$ cat config.mk
export PLATFORM = sky130hd
export DESIGN_NAME = pf_iod_dly_train
export DESIGN_NICKNAME = d
export VERILOG_FILES = /design/src/rtl/pf_iod_train_pkg.sv /design/src/rtl/pf_iod_train_win_cnt.sv /design/src/rtl/pf_iod_dly_train.sv
export SDC_FILE = /design/constraint.sdc
export NUM_CORES = 1
export LEC_CHECK = 0
export ABC_CLOCK_PERIOD_IN_PS = 3700
export BUFFER_PORTS_ARGS = -buffer_cell sky130_fd_sc_hd__buf_2
export CORE_UTILIZATION = 43
export DETAILED_ROUTE_END_ITERATION = 12
export GPL_ROUTABILITY_DRIVEN = 1
export PLACE_DENSITY = 0.71
export SYNTH_ARGS = -nofsm -noshare
export SYNTH_HDL_FRONTEND = slang
export SYNTH_HIERARCHICAL = 1
export SYNTH_SLANG_ARGS = --single-unit
$ cat constraint.sdc
create_clock -name FAB_CLK -period 3.7 [get_ports FAB_CLK]
set_input_delay 0.185 -clock FAB_CLK [delete_from_list [all_inputs] [get_ports FAB_CLK]]
set_output_delay 0.185 -clock FAB_CLK [all_outputs]
set_load 0.005 [all_outputs]
$ cat src/rtl/pf_iod_train_pkg.sv
// pf_iod_train_pkg
// Shared definitions for the IOD delay-line training controller:
//   - train_state_e : training FSM states
//   - DIR_INC/DIR_DEC : DELAY_LINE_DIRECTION encodings
//   - cnt_w()       : bits needed to hold a counter value 0..max_val
package pf_iod_train_pkg;

  typedef enum logic [3:0] {
    IDLE,
    LOAD,
    CLEAR,
    SETTLE,
    SAMPLE,
    DECIDE,
    MOVE,
    NEXT,
    DONE_ST
  } train_state_e;

  localparam logic DIR_INC = 1'b1;  // add delay
  localparam logic DIR_DEC = 1'b0;  // remove delay

  // Width of a counter that must hold every value in 0..max_val (min 1 bit).
  function automatic int cnt_w(input int max_val);
    return (max_val < 2) ? 1 : $clog2(max_val + 1);
  endfunction

endpackage

$ cat src/rtl/pf_iod_train_win_cnt.sv
// pf_iod_train_win_cnt
// Early/late observation-window counter shared by all lanes; the top muxes the
// active lane's eye-monitor flags onto early_in/late_in.
// Ports:
//   clk, rst          : clock, synchronous active-high reset
//   clr               : zero both counters (wins over en)
//   en                : count enable (one window cycle)
//   early_in, late_in : flags of the active lane
//   early_cnt, late_cnt : counts, saturating at all-ones
module pf_iod_train_win_cnt
  import pf_iod_train_pkg::*;
#(
  parameter int CNT_W = 5
) (
  input  logic             clk,
  input  logic             rst,
  input  logic             clr,
  input  logic             en,
  input  logic             early_in,
  input  logic             late_in,
  output logic [CNT_W-1:0] early_cnt,
  output logic [CNT_W-1:0] late_cnt
);

  logic [CNT_W-1:0] early_cnt_q, early_cnt_d;
  logic [CNT_W-1:0] late_cnt_q, late_cnt_d;

  always_comb begin
    early_cnt_d = early_cnt_q;
    late_cnt_d  = late_cnt_q;
    if (clr) begin
      early_cnt_d = '0;
      late_cnt_d  = '0;
    end else if (en) begin
      // Sized to hold a full window, so saturation is only a safety net.
      if (early_in && (early_cnt_q != '1)) early_cnt_d = early_cnt_q + CNT_W'(1);
      if (late_in && (late_cnt_q != '1))   late_cnt_d  = late_cnt_q + CNT_W'(1);
    end
  end

  always_ff @(posedge clk) begin
    if (rst) begin
      early_cnt_q <= '0;
      late_cnt_q  <= '0;
    end else begin
      early_cnt_q <= early_cnt_d;
      late_cnt_q  <= late_cnt_d;
    end
  end

  assign early_cnt = early_cnt_q;
  assign late_cnt  = late_cnt_q;

endmodule

$ cat src/rtl/pf_iod_dly_train.sv
// pf_iod_dly_train
// Sequential multi-lane RX delay-line training controller. Lanes are trained
// one at a time (0..LANES-1): load INIT_TAP, clear eye flags, settle, count
// EARLY/LATE over a window, then lock, fail or move one tap and repeat.
// Ports:
//   FAB_CLK, RX_SYNC_RST    : clock, synchronous active-high reset
//   START                   : one-cycle start pulse (ignored while BUSY)
//   EYE_MONITOR_EARLY/LATE  : per-lane eye-monitor flags
//   DELAY_LINE_OUT_OF_RANGE : per-lane range flag
//   DELAY_LINE_LOAD/MOVE/DIRECTION, EYE_MONITOR_CLEAR_FLAGS : per-lane pulses
//   BUSY, DONE              : run status
//   LANE_LOCK, LANE_FAIL    : sticky per-lane results
//   TAP_OUT                 : final tap per lane, lane i at [i*TAP_W +: TAP_W]
// Optional macro IOD_TRAIN_PERIODIC_EN adds RETRAIN_PERIOD / RETRAIN_HOLD and
// periodic tracking passes over locked lanes after the first DONE.
// Handshake: START is accepted only while BUSY is low; BUSY rises the cycle
// after an accepted START and falls in the single cycle DONE is high. There is
// no backpressure; every pulse output is a registered one-cycle strobe.
module pf_iod_dly_train
  import pf_iod_train_pkg::*;
#(
  parameter int LANES         = 10,
  parameter int TAP_W         = 8,
  parameter int INIT_TAP      = 1,
  parameter int SETTLE_CYCLES = 8,
  parameter int SAMPLE_CYCLES = 16,
  parameter int HYST          = 2,
  parameter int MAX_STEPS     = 64
`ifdef IOD_TRAIN_PERIODIC_EN
  ,
  parameter int RETRAIN_PERIOD = 65536
`endif
) (
  input  logic                   FAB_CLK,
  input  logic                   RX_SYNC_RST,
  input  logic                   START,
  input  logic [LANES-1:0]       EYE_MONITOR_EARLY,
  input  logic [LANES-1:0]       EYE_MONITOR_LATE,
  input  logic [LANES-1:0]       DELAY_LINE_OUT_OF_RANGE,
`ifdef IOD_TRAIN_PERIODIC_EN
  input  logic                   RETRAIN_HOLD,
`endif
  output logic [LANES-1:0]       DELAY_LINE_LOAD,
  output logic [LANES-1:0]       DELAY_LINE_MOVE,
  output logic [LANES-1:0]       DELAY_LINE_DIRECTION,
  output logic [LANES-1:0]       EYE_MONITOR_CLEAR_FLAGS,
  output logic                   BUSY,
  output logic                   DONE,
  output logic [LANES-1:0]       LANE_LOCK,
  output logic [LANES-1:0]       LANE_FAIL,
  output logic [LANES*TAP_W-1:0] TAP_OUT
);

  localparam int LW = cnt_w(LANES - 1);
  localparam int SW = cnt_w(MAX_STEPS);
  localparam int CW = cnt_w(SAMPLE_CYCLES);
  localparam int YW = cnt_w((SETTLE_CYCLES > SAMPLE_CYCLES) ? SETTLE_CYCLES : SAMPLE_CYCLES);

  train_state_e state_q, state_d;
  logic [LW-1:0]          lane_q, lane_d, lane_nx;
  logic [TAP_W-1:0]       tap_q, tap_d;
  logic [SW-1:0]          steps_q, steps_d;
  logic [YW-1:0]          cyc_q, cyc_d;
  logic [1:0]             rev_q, rev_d;
  logic                   dir_q, dir_d;
  logic                   last_dir_q, last_dir_d;
  logic                   oor_pend_q, oor_pend_d;
  logic [LANES-1:0]       load_q, load_d, move_q, move_d, diro_q, diro_d, clr_q, clr_d;
  logic [LANES-1:0]       lock_q, lock_d, fail_q, fail_d;
  logic                   busy_q, busy_d, done_q, done_d;
  logic [LANES*TAP_W-1:0] tap_out_q, tap_out_d;

  logic [CW-1:0] early_cnt, late_cnt, diff;
  logic          early_lane, late_lane, oor_lane, oor_seen;
  logic          dir_now, reversal, trk, rt_fire;

`ifdef IOD_TRAIN_PERIODIC_EN
  localparam int RW = cnt_w(RETRAIN_PERIOD - 1);
  logic          trk_q, trk_d, armed_q, armed_d;
  logic [RW-1:0] rt_cnt_q, rt_cnt_d;
  assign trk     = trk_q;
  assign rt_fire = armed_q && (rt_cnt_q == RW'(RETRAIN_PERIOD - 1)) && !RETRAIN_HOLD;
`else
  assign trk     = 1'b0;
  assign rt_fire = 1'b0;
`endif

  function automatic logic [LANES-1:0] lane_oh(input logic [LW-1:0] l);
    return LANES'(1) << l;
  endfunction

  assign early_lane = EYE_MONITOR_EARLY[lane_q];
  assign late_lane  = EYE_MONITOR_LATE[lane_q];
  assign oor_lane   = DELAY_LINE_OUT_OF_RANGE[lane_q];
  assign lane_nx    = lane_q + LW'(1);

  pf_iod_train_win_cnt #(.CNT_W(CW)) u_win_cnt (
    .clk       (FAB_CLK),
    .rst       (RX_SYNC_RST),
    .clr       (state_q == CLEAR),
    .en        (state_q == SAMPLE),
    .early_in  (early_lane),
    .late_in   (late_lane),
    .early_cnt (early_cnt),
    .late_cnt  (late_cnt)
  );

  // Window verdict inputs for DECIDE.
  always_comb begin
    diff     = (early_cnt > late_cnt) ? (early_cnt - late_cnt) : (late_cnt - early_cnt);
    dir_now  = (early_cnt > late_cnt) ? DIR_INC : DIR_DEC;
    // A reversal needs a previous move on this lane to reverse against.
    reversal = (steps_q != '0) && (dir_now != last_dir_q);
    oor_seen = oor_pend_q | oor_lane;
  end

  always_comb begin
    state_d    = state_q;
    lane_d     = lane_q;
    tap_d      = tap_q;
    steps_d    = steps_q;
    cyc_d      = cyc_q;
    rev_d      = rev_q;
    dir_d      = dir_q;
    last_dir_d = last_dir_q;
    oor_pend_d = oor_pend_q;
    lock_d     = lock_q;
    fail_d     = fail_q;
    tap_out_d  = tap_out_q;
`ifdef IOD_TRAIN_PERIODIC_EN
    trk_d    = trk_q;
    armed_d  = armed_q;
    rt_cnt_d = armed_q ? ((rt_cnt_q == RW'(RETRAIN_PERIOD - 1)) ? '0 : rt_cnt_q + RW'(1)) : '0;
`endif

    case (state_q)
      IDLE: begin
        if (START) begin
          state_d = LOAD;
          lane_d  = '0;
          lock_d  = '0;
          fail_d  = '0;
`ifdef IOD_TRAIN_PERIODIC_EN
          trk_d   = 1'b0;
`endif
        end else if (rt_fire) begin
          // Tracking pass: resume each locked lane from its reported tap.
          lane_d     = '0;
          state_d    = lock_q[0] ? CLEAR : NEXT;
          tap_d      = tap_out_q[TAP_W-1:0];
          steps_d    = '0;
          rev_d      = '0;
          last_dir_d = 1'b0;
`ifdef IOD_TRAIN_PERIODIC_EN
          trk_d      = 1'b1;
`endif
        end
      end
      LOAD: begin
        tap_d      = TAP_W'(INIT_TAP);
        steps_d    = '0;
        rev_d      = '0;
        last_dir_d = 1'b0;
        state_d    = CLEAR;
      end
      CLEAR: begin
        oor_pend_d = 1'b0;
        cyc_d      = '0;
        state_d    = SETTLE;
      end
      SETTLE: begin
        oor_pend_d = oor_seen;
        if (cyc_q == YW'(SETTLE_CYCLES - 1)) begin
          cyc_d   = '0;
          state_d = SAMPLE;
        end else begin
          cyc_d = cyc_q + YW'(1);
        end
      end
      SAMPLE: begin
        oor_pend_d = oor_seen;
        if (cyc_q == YW'(SAMPLE_CYCLES - 1)) begin
          cyc_d   = '0;
          state_d = DECIDE;
        end else begin
          cyc_d = cyc_q + YW'(1);
        end
      end
      DECIDE: begin
        state_d = NEXT;
        tap_out_d[int'(lane_q)*TAP_W +: TAP_W] = tap_q;
        if (oor_seen) begin
          fail_d[lane_q] = 1'b1;
          lock_d[lane_q] = 1'b0;
        end else if (int'(diff) <= HYST) begin
          lock_d[lane_q] = 1'b1;
        end else if (reversal && (rev_q == 2'd1)) begin
          // Second reversal: the eye centre sits between two taps.
          lock_d[lane_q] = 1'b1;
        end else if (steps_q == SW'(MAX_STEPS)) begin
          fail_d[lane_q] = 1'b1;
          lock_d[lane_q] = 1'b0;
        end else if ((dir_now == DIR_INC && tap_q == '1) || (dir_now == DIR_DEC && tap_q == '0)) begin
          fail_d[lane_q] = 1'b1;
          lock_d[lane_q] = 1'b0;
        end else begin
          // Keep TAP_OUT unchanged until the lane actually finishes.
          tap_out_d  = tap_out_q;
          state_d    = MOVE;
          dir_d      = dir_now;
          last_dir_d = dir_now;
          tap_d      = (dir_now == DIR_INC) ? tap_q + TAP_W'(1) : tap_q - TAP_W'(1);
          steps_d    = steps_q + SW'(1);
          if (reversal) rev_d = rev_q + 2'd1;
        end
      end
      MOVE: begin
        if (trk) begin
          // One move per lane per tracking pass; report the new tap now.
          tap_out_d[int'(lane_q)*TAP_W +: TAP_W] = tap_q;
          state_d = NEXT;
        end else begin
          state_d = CLEAR;
        end
      end
      NEXT: begin
        if (lane_q == LW'(LANES - 1)) begin
          state_d = DONE_ST;
        end else begin
          lane_d = lane_nx;
          if (trk) begin
            state_d    = lock_q[lane_nx] ? CLEAR : NEXT;
            tap_d      = tap_out_q[int'(lane_nx)*TAP_W +: TAP_W];
            steps_d    = '0;
            rev_d      = '0;
            last_dir_d = 1'b0;
          end else begin
            state_d = LOAD;
          end
        end
      end
      DONE_ST: begin
        state_d = IDLE;
`ifdef IOD_TRAIN_PERIODIC_EN
        trk_d   = 1'b0;
        armed_d = 1'b1;
`endif
      end
      default: state_d = IDLE;
    endcase

    // Pulse and status outputs are registered from the next state.
    load_d = (state_d == LOAD)   ? lane_oh(lane_d) : '0;
    clr_d  = (state_d == CLEAR)  ? lane_oh(lane_d) : '0;
    move_d = (state_d == MOVE)   ? lane_oh(lane_d) : '0;
    diro_d = (state_d == MOVE && dir_d == DIR_INC) ? lane_oh(lane_d) : '0;
    busy_d = (state_d != IDLE) && (state_d != DONE_ST);
    done_d = (state_d == DONE_ST);
  end

  always_ff @(posedge FAB_CLK) begin
    if (RX_SYNC_RST) begin
      state_q    <= IDLE;
      lane_q     <= '0;
      tap_q      <= '0;
      steps_q    <= '0;
      cyc_q      <= '0;
      rev_q      <= '0;
      dir_q      <= 1'b0;
      last_dir_q <= 1'b0;
      oor_pend_q <= 1'b0;
      load_q     <= '0;
      move_q     <= '0;
      diro_q     <= '0;
      clr_q      <= '0;
      lock_q     <= '0;
      fail_q     <= '0;
      busy_q     <= 1'b0;
      done_q     <= 1'b0;
      tap_out_q  <= '0;
`ifdef IOD_TRAIN_PERIODIC_EN
      trk_q      <= 1'b0;
      armed_q    <= 1'b0;
      rt_cnt_q   <= '0;
`endif
    end else begin
      state_q    <= state_d;
      lane_q     <= lane_d;
      tap_q      <= tap_d;
      steps_q    <= steps_d;
      cyc_q      <= cyc_d;
      rev_q      <= rev_d;
      dir_q      <= dir_d;
      last_dir_q <= last_dir_d;
      oor_pend_q <= oor_pend_d;
      load_q     <= load_d;
      move_q     <= move_d;
      diro_q     <= diro_d;
      clr_q      <= clr_d;
      lock_q     <= lock_d;
      fail_q     <= fail_d;
      busy_q     <= busy_d;
      done_q     <= done_d;
      tap_out_q  <= tap_out_d;
`ifdef IOD_TRAIN_PERIODIC_EN
      trk_q      <= trk_d;
      armed_q    <= armed_d;
      rt_cnt_q   <= rt_cnt_d;
`endif
    end
  end

  assign DELAY_LINE_LOAD         = load_q;
  assign DELAY_LINE_MOVE         = move_q;
  assign DELAY_LINE_DIRECTION    = diro_q;
  assign EYE_MONITOR_CLEAR_FLAGS = clr_q;
  assign BUSY                    = busy_q;
  assign DONE                    = done_q;
  assign LANE_LOCK               = lock_q;
  assign LANE_FAIL               = fail_q;
  assign TAP_OUT                 = tap_out_q;

endmodule

==> results of run 1 <==
-- cell usage after synthesis, types with 18 or more instances --
master and instances:
a21oi_1 27, a22o_1 41, clkbuf_1 34, dfxtp_1 184
ha_1 33, inv_1 28, mux2i_1 50, nand2_1 48
nand2b_1 52, nand3_1 31, nor2_1 90, nor2b_1 18
nor3_1 18, o21ai_0 34
-- routing by layer --
layer | wire length, um | track usage, %
met3 | 1370 | 4.307
met4 | 346 | 7.301
met1 | 9973 | 29.09
met5 | 0 | 0
met2 | 10260 | 35.14
-- power groups by stage --
stage / clock network [mW] / logic (mW) / registers [mW]
2_1_floorplan: 0 / 0.116 / 2.04
3_3_place_gp: 0 / 0.162 / 2.04
3_5_place_dp: 0 / 0.163 / 2.04
4_1_cts: 1.86 / 0.164 / 2.00
5_1_grt: 1.95 / 0.181 / 2.00
6_report: 1.85 / 0.164 / 2.00
-- registers in the layout (all words and copies together) (netlist names) --
register                 flops
DONE                         1
rev_q                        2
TAP_OUT                     80
last_dir_q                   1
u_win_cnt/late_cnt           5
LANE_LOCK                   10
DELAY_LINE_DIRECTION        10
EYE_MONITOR_CLEAR_FLAGS     10
state_q                      4
DELAY_LINE_LOAD             10
oor_pend_q                   1
tap_q                        8
DELAY_LINE_MOVE             10
BUSY                         1
cyc_q                        5
LANE_FAIL                   10
lane_q                       4
u_win_cnt/early_cnt          5
steps_q                      7
-- area by class of cell --
type | count | area, um2
fillers | 1765 | 8758
multi-input cells | 632 | 4469
flip-flops and latches | 184 | 3684
repair buffers | 200 | 1066
clock buffers | 17 | 425.4
well taps | 260 | 325.3
clock inverters | 15 | 181.4
inverters | 29 | 108.9
-- cells in the final DEF (no fill, tap or decap), types with 8 or more instances in the layout --
cell	n
dfxtp_1	184
buf_2	174
nor2_1	90
nand2b_1	52
mux2i_1	50
nand2_1	48
a22o_1	41
o21ai_0	34
ha_1	33
nand3_1	31
inv_1	28
a21oi_1	27
buf_4	26
nor3_1	18
nor2b_1	18
clkbuf_16	17
or3_1	14
and3_1	12
xor2_1	10
nand4_1	10
xnor2_1	9
or4_1	9
a32o_1	9
a31oi_1	8
-- through the flow --
step / instances / setup WS (ps) / power, mW / utilization [%] / hold slack, ps
final: 1337 / 299.6 / 4.007 / 53.95 / 347.5
after global routing: 1337 / 41.85 / 4.133 / 53.95 / 394.1
after CTS: 1335 / 240.4 / 4.025 / 53.87 / 318.4
after detailed placement: 1303 / 261.0 / 2.207 / 50.68 / 453.0
after global placement: 1303 / 345.3 / 2.206 / 50.68 / 446.7
after floorplan: 892 / 436.7 / 2.154 / - / 451.8
-- path summary, 6_finish.rpt --
kind | endpoint | depth (start not counted)
hold / removal | state_q[0] | 5
setup reg to reg | TAP_OUT[79] | 10
setup / recovery | TAP_OUT[79] | 10
hold reg to reg | TAP_OUT[44] | 2
-- critical path: cells and delay by family (launching register included) --
family,cells,cell delay (ps)
adders and majority gates,2,610
DFF,1,410
muxes,1,280
AOI/OAI and AO/OA,4,1220
and+or+nand+nor,1,630
xor gates and xnor gates,1,120
buffers and inverters,1,60
-- repair_timing --
| action | in CTS | in global routing |
|---|---|---|
| buffers inserted | 0 | 2 |
| endpoints found under the hold margin | 0 | 0 |
| setup endpoints to repair | 0 | 2 |
-- logic make-up after synthesis --
| group | Yosys count | synth area share (%) |
|---|---|---|
| and+or+nand+nor | 339 | 21.39 |
| DFF | 184 | 43.45 |
| AOI/OAI and AO/OA | 182 | 16.30 |
| buffers and inverters | 76 | 3.823 |
| muxes | 56 | 7.498 |
| adders and majority gates | 36 | 5.579 |
| xor gates and xnor gates | 19 | 1.963 |
==> flow_summary_export.csv, run 1 <==
group,metric,value,unit
run_status,status,"complete, no violations",
yosys,synth_area_per_cell,9.503,um2
timing,max_slew.worst_pin.slew,932.9,ps
timing,slew_violations,0,
layout,final_area,0.01026,mm2
layout,syn2layout_area_growth,21.03,%
yosys,yosys.area.top_type,"dfxtp_1",
yosys,synth-async-reset-ratio,0,%
placed_design,dp.final_hpwl,16250,um
placed_design,place_area,0.009638,mm2
placed_design,gp_congestion,0.8334,
power_and_ir_drop,combPwrFrac,4.1,%
power_and_ir_drop,switching_share,24.62,%
timing,timing.setup.tns,0,ps
die,ioPinCount,175,
setup_path,timing.rr.start,"u_win_cnt/early_cnt[0]",
power_and_ir_drop,p_clk_share,46.1,%
power_and_ir_drop,power.density,390.6,mW/mm2
yosys,synth_cell_type_count,71,
clock_tree,holdBufCountCts,0,
power_and_ir_drop,p_leak,4.345,nW
clock_tree,htree_levels,4,
power_and_ir_drop,vdd_drop_max,0.2823,mV
timing,rsz0062_at_grt,"false",
setup_path,cp_data_arrival_time,3750,ps
die,die_x,142.4,um
setup_path,reg2reg_slack,300,ps
die,start_util,44.57,%
yosys,netlist_area,0.008477,mm2
timing,period_share,91.90,%
drt,avgViaCountPerCell,5.517,
die,core_area,0.01902,mm2
clock_tree,cts_buffers,17,
yosys,synth_area_leaders,"dfxtp_1 (43%), mux2i_1 (5.9%), ha_1 (4.9%), a22o_1 (4.2%), nor2_1 (4.0%)",
setup_path,cp-start-kind,"flip-flop",
die,die-area,0.02028,mm2
layout,layout.nets,1133,
yosys,ys_seq_elements,184,
clock_tree,clock_path_buffers,2,
yosys,syn_nets,961,
drt,detail_route.wl_per_cell,16.42,um
timing,final_hold_viol_count,0,
drt,route.detailed.drc,0,
setup_path,critPathRequiredTime,4050,ps
power_and_ir_drop,p_int,3.021,mW
clock_tree,cts_tree,"yes",
power_and_ir_drop,p_switching,0.9868,mW
die,die_h,142.4,um
yosys,synth-edff-count,0,
grt,grt_start_max_net_pins,54,
timing,setup_violations,0,
timing,timing.slew.headroom,37.29,%
hold_path,worstHoldPathType,"input port to flip-flop",
timing,clock_skew,10.73,ps
setup_path,cp_max_fo,8,
drt,antenna_left,0,
yosys,yosysSeqAreaShare,43.45,%
grt,antenna_found_initial,0,
power_and_ir_drop,power.share.sequential,49.8,%
run,max_cap_viol_count,0,
clock_tree,cts-resized-gates,0,
grt,grtUsageTotal,21.81,%
clock_tree,clk_pin_slew,70,ps
timing,fmax,294.1,MHz
layout,drive_above_1_share,24.79,%
drt,vias,7376,
setup_path,worstSetupEndpointType,"flip-flop",
grt,overflow,0,
timing,fin_crit,3400,ps
setup_path,crit_path_max_incr_delay,630,ps
drt,drt_iter0_drc,590,
die,row_count,50,
drt,totalWireLength,21950,um
setup_path,critPathLaunch,"u_win_cnt/early_cnt[0]",
drt,dr.pass1.iters,5,
layout,antennaDiodeCount,0,
setup_path,cpMaxStageDelayCell,"and4b_1",
hold_path,hold_start,"START",
yosys,synth_warnings,6,
yosys,synthCells,892,
yosys,yosys_most_used_dff,"dfxtp_1",
grt,grt_pass1_vias,6618,
placed_design,io_buffers,174,
yosys,synth_top_area_share,43.45,%
setup_path,path_class,"flip-flop to flip-flop",
grt,grt_first_pass_wirelength,34780,um
clock_tree,clockRootBuffer,"clkbuf_16",
clock_tree,cts.sinks,184,
clock_tree,clk_latency,440,ps
setup_path,path_cells,"ha_1 > inv_1 > fa_1 > a21o_1 > a21oi_1 > xnor2_1 > o311ai_2 > a211o_1 > and4b_1 > mux2i_1",
(Power assumes the default switching activity.)
==> run 2, diff against run 1 <==
--- a/config.mk
+++ b/config.mk
@@ -5,6 +5,7 @@
 export SDC_FILE = /design/constraint.sdc
 export NUM_CORES = 1
 export LEC_CHECK = 0
+export ABC_AREA = 1
 export ABC_CLOCK_PERIOD_IN_PS = 3700
 export BUFFER_PORTS_ARGS = -buffer_cell sky130_fd_sc_hd__buf_2
 export CORE_UTILIZATION = 43
==> flow_summary_export.csv, run 2 <==
group,metric,value,unit
run_status,status,"complete, no violations",
clock_tree,cts.sinks,185,
power_and_ir_drop,p_clk_share,45.4,%
clock_tree,htree_levels,4,
clock_tree,clock_path_buffers,2,
yosys,netlist_area,0.009178,mm2
clock_tree,cts-resized-gates,0,
timing,rsz0062_at_grt,"false",
timing,max_slew.worst_pin.slew,848.5,ps
timing,timing.setup.tns,0,ps
clock_tree,cts_setup_buffers,0,
clock_tree,cts_tree,"yes",
yosys,synth-async-reset-ratio,0,%
hold_path,worstHoldPathType,"input port to flip-flop",
yosys,synth.most_common_cell,"nand2_1",
setup_path,critPathRequiredTime,4020,ps
die,die_x,148.1,um
setup_path,path_class,"flip-flop to flip-flop",
grt,overflow,0,
timing,timing.slew.headroom,43.43,%
yosys,yosys_most_used_dff,"dfxtp_1",
yosys,synth_warnings,6,
yosys,yosys.area.top_type,"dfxtp_1",
layout,largest_register_ffs,80,
drt,totalWireLength,25040,um
die,die_h,148.1,um
drt,dr.pass1.iters,6,
power_and_ir_drop,p_int,3.056,mW
timing,hold_ws,322.1,ps
yosys,ys_seq_elements,185,
drt,route.detailed.drc,0,
yosys,synth-edff-count,0,
power_and_ir_drop,vdd_drop_max,0.3284,mV
grt,antenna_found_initial,0,
setup_path,cp_data_arrival_time,3310,ps
placed_design,gp_congestion,0.8578,
setup_path,worstSetupEndpointType,"flip-flop",
yosys,syn_nets,1376,
timing,clock_skew,18.86,ps
layout,layout.nets,1534,
drt,detail_route.wl_per_cell,14.28,um
die,start_util,43.80,%
timing,slew_violations,0,
timing,period_share,80.72,%
grt,grt_start_max_net_pins,65,
clock_tree,clockRootBuffer,"clkbuf_16",
drt,drt_iter0_drc,593,
drt,avgViaCountPerCell,5.186,
placed_design,dp.final_hpwl,18150,um
power_and_ir_drop,power.density,389.7,mW/mm2
power_and_ir_drop,switching_share,28.20,%
drt,antenna_left,0,
power_and_ir_drop,p_leak,4.868,nW
yosys,synthCells,1307,
timing,fmax,334.8,MHz
layout,final_common_cell,"nand2_1",
clock_tree,clk_latency,450,ps
setup_path,cp_max_fo,11,
grt,grt_pass1_vias,8004,
yosys,yosysSeqAreaShare,40.35,%
timing,fin_crit,2987,ps
power_and_ir_drop,power.share.sequential,48.0,%
yosys,synth_top_area_share,40.35,%
layout,drive_above_1_share,18.34,%
yosys,synth_cell_type_count,44,
placed_design,io_buffers,174,
layout,antennaDiodeCount,0,
layout,final_cell_mix,"nand2_1 (286), dfxtp_1 (185), nor2_1 (178)",
setup_path,cp-start-kind,"flip-flop",
die,die-area,0.02193,mm2
power_and_ir_drop,p_switching,1.201,mW
die,ioPinCount,175,
yosys,synth_area_per_cell,7.022,um2
layout,final_util,52.12,%
grt,grtUsageTotal,22.51,%
timing,final_hold_viol_count,0,
clock_tree,holdBufCountCts,0,
layout,syn2layout_area_growth,19.00,%
yosys,ys_top_cells_by_count,"nand2_1 (286), dfxtp_1 (185), nor2_1 (179)",
run,max_cap_viol_count,0,
die,core_area,0.02096,mm2
drt,vias,9091,
die,row_count,53,
clock_tree,clk_pin_slew,80,ps
timing,setup_violations,0,
yosys,synth_area_leaders,"dfxtp_1 (40%), nand2_1 (12%), nor2_1 (7.3%), a21oi_1 (6.2%), nand3_1 (5.5%)",
clock_tree,cts_buffers,17,
power_and_ir_drop,combPwrFrac,6.6,%
grt,grt_first_pass_wirelength,39710,um
-- run 2: changes by cell type after synthesis, moves of 17 or more --
cell,change
nand2b_1,-52
mux2i_1,-50
inv_1,+99
nor3_1,+36
nor2_1,+89
a21oi_1,+86
nor2b_1,-18
nand3_1,+70
o21ai_0,+17
nand4_1,+17
nand2_1,+238
a22o_1,-41
-- run 2: metrics by stage --
| step | power, mW | instances | setup WS [ps] | instance area, um2 |
|---|---|---|---|---|
| 2_1_floorplan | 2.265 | 1307 | 798.6 | 9178 |
| 6_report | 4.257 | 1753 | 713.4 | 10920 |
| 4_1_cts | 4.269 | 1753 | 734.5 | 10920 |
| 3_5_place_dp | 2.364 | 1721 | 767.4 | 10280 |
| 5_1_grt | 4.406 | 1753 | 390.3 | 10920 |
| 3_3_place_gp | 2.360 | 1721 | 791.0 | 10280 |
-- run 2: cells by family (layout without fill, tap and decap cells) --
family,after synthesis,after routing,synth area share [%]
AO/OA/AOI/OAI,184,184,10.46
XOR/XNOR,7,7,0.6680
adder cells (fa/ha/maj),36,36,5.153
buffers and inverters,188,359,8.344
flip-flops,185,185,40.35
AND/OR/NAND/NOR,707,707,35.02
-- run 2: layout make-up --
class                   instances  area (um2)
flip-flops and latches        185        3704
clock buffers                  17       425.4
repair buffers                191        1011
inverters                     136       513.0
clock inverters                15       214.0
fillers                      2083       10030
multi-input cells             934        4711
well taps                     275       344.1
-- run 2: power groups by stage --
stage	sequential, mW	clock [mW]	combinational (mW)
after detailed placement	2.09	0	0.276
after floorplan	2.08	0	0.180
after global routing	2.05	2.05	0.312
after global placement	2.09	0	0.272
final	2.04	1.93	0.281
after CTS	2.04	1.95	0.277
-- run 2: final timing paths --
path,slack [ps],startpoint,to,cells after the start
setup reg to reg,710,u_win_cnt/early_cnt[2],LANE_FAIL[9],14
hold / removal,320,RX_SYNC_RST,lane_q[3],2
setup / recovery,710,u_win_cnt/early_cnt[2],LANE_FAIL[9],14
hold reg to reg,450,TAP_OUT[5],TAP_OUT[5],2
-- run 2: layer usage --
| metal | GRT usage, % | vias to the layer above | wire [um] |
|---|---|---|---|
| met5 | 0 | - | 0 |
| met4 | 8.505 | 0 | 498 |
| met3 | 3.374 | 39 | 1538 |
| met2 | 36.64 | 326 | 11910 |
| met1 | 30.05 | 4135 | 11100 |
| li1 | - | 4591 | - |
-- run 2: worst max-delay path, cell delays in order, from the launching register on --
cell     delay, ps
dfxtp_1        420
inv_1           60
ha_1           480
nand2_1        140
nor2_1         110
nand2_1         60
nand3_2        100
nand2_4        120
nand2_1        100
and2_1         140
nand4_1        290
o21ai_0        260
nand2_1        300
nand4_1        200
a21oi_1         80
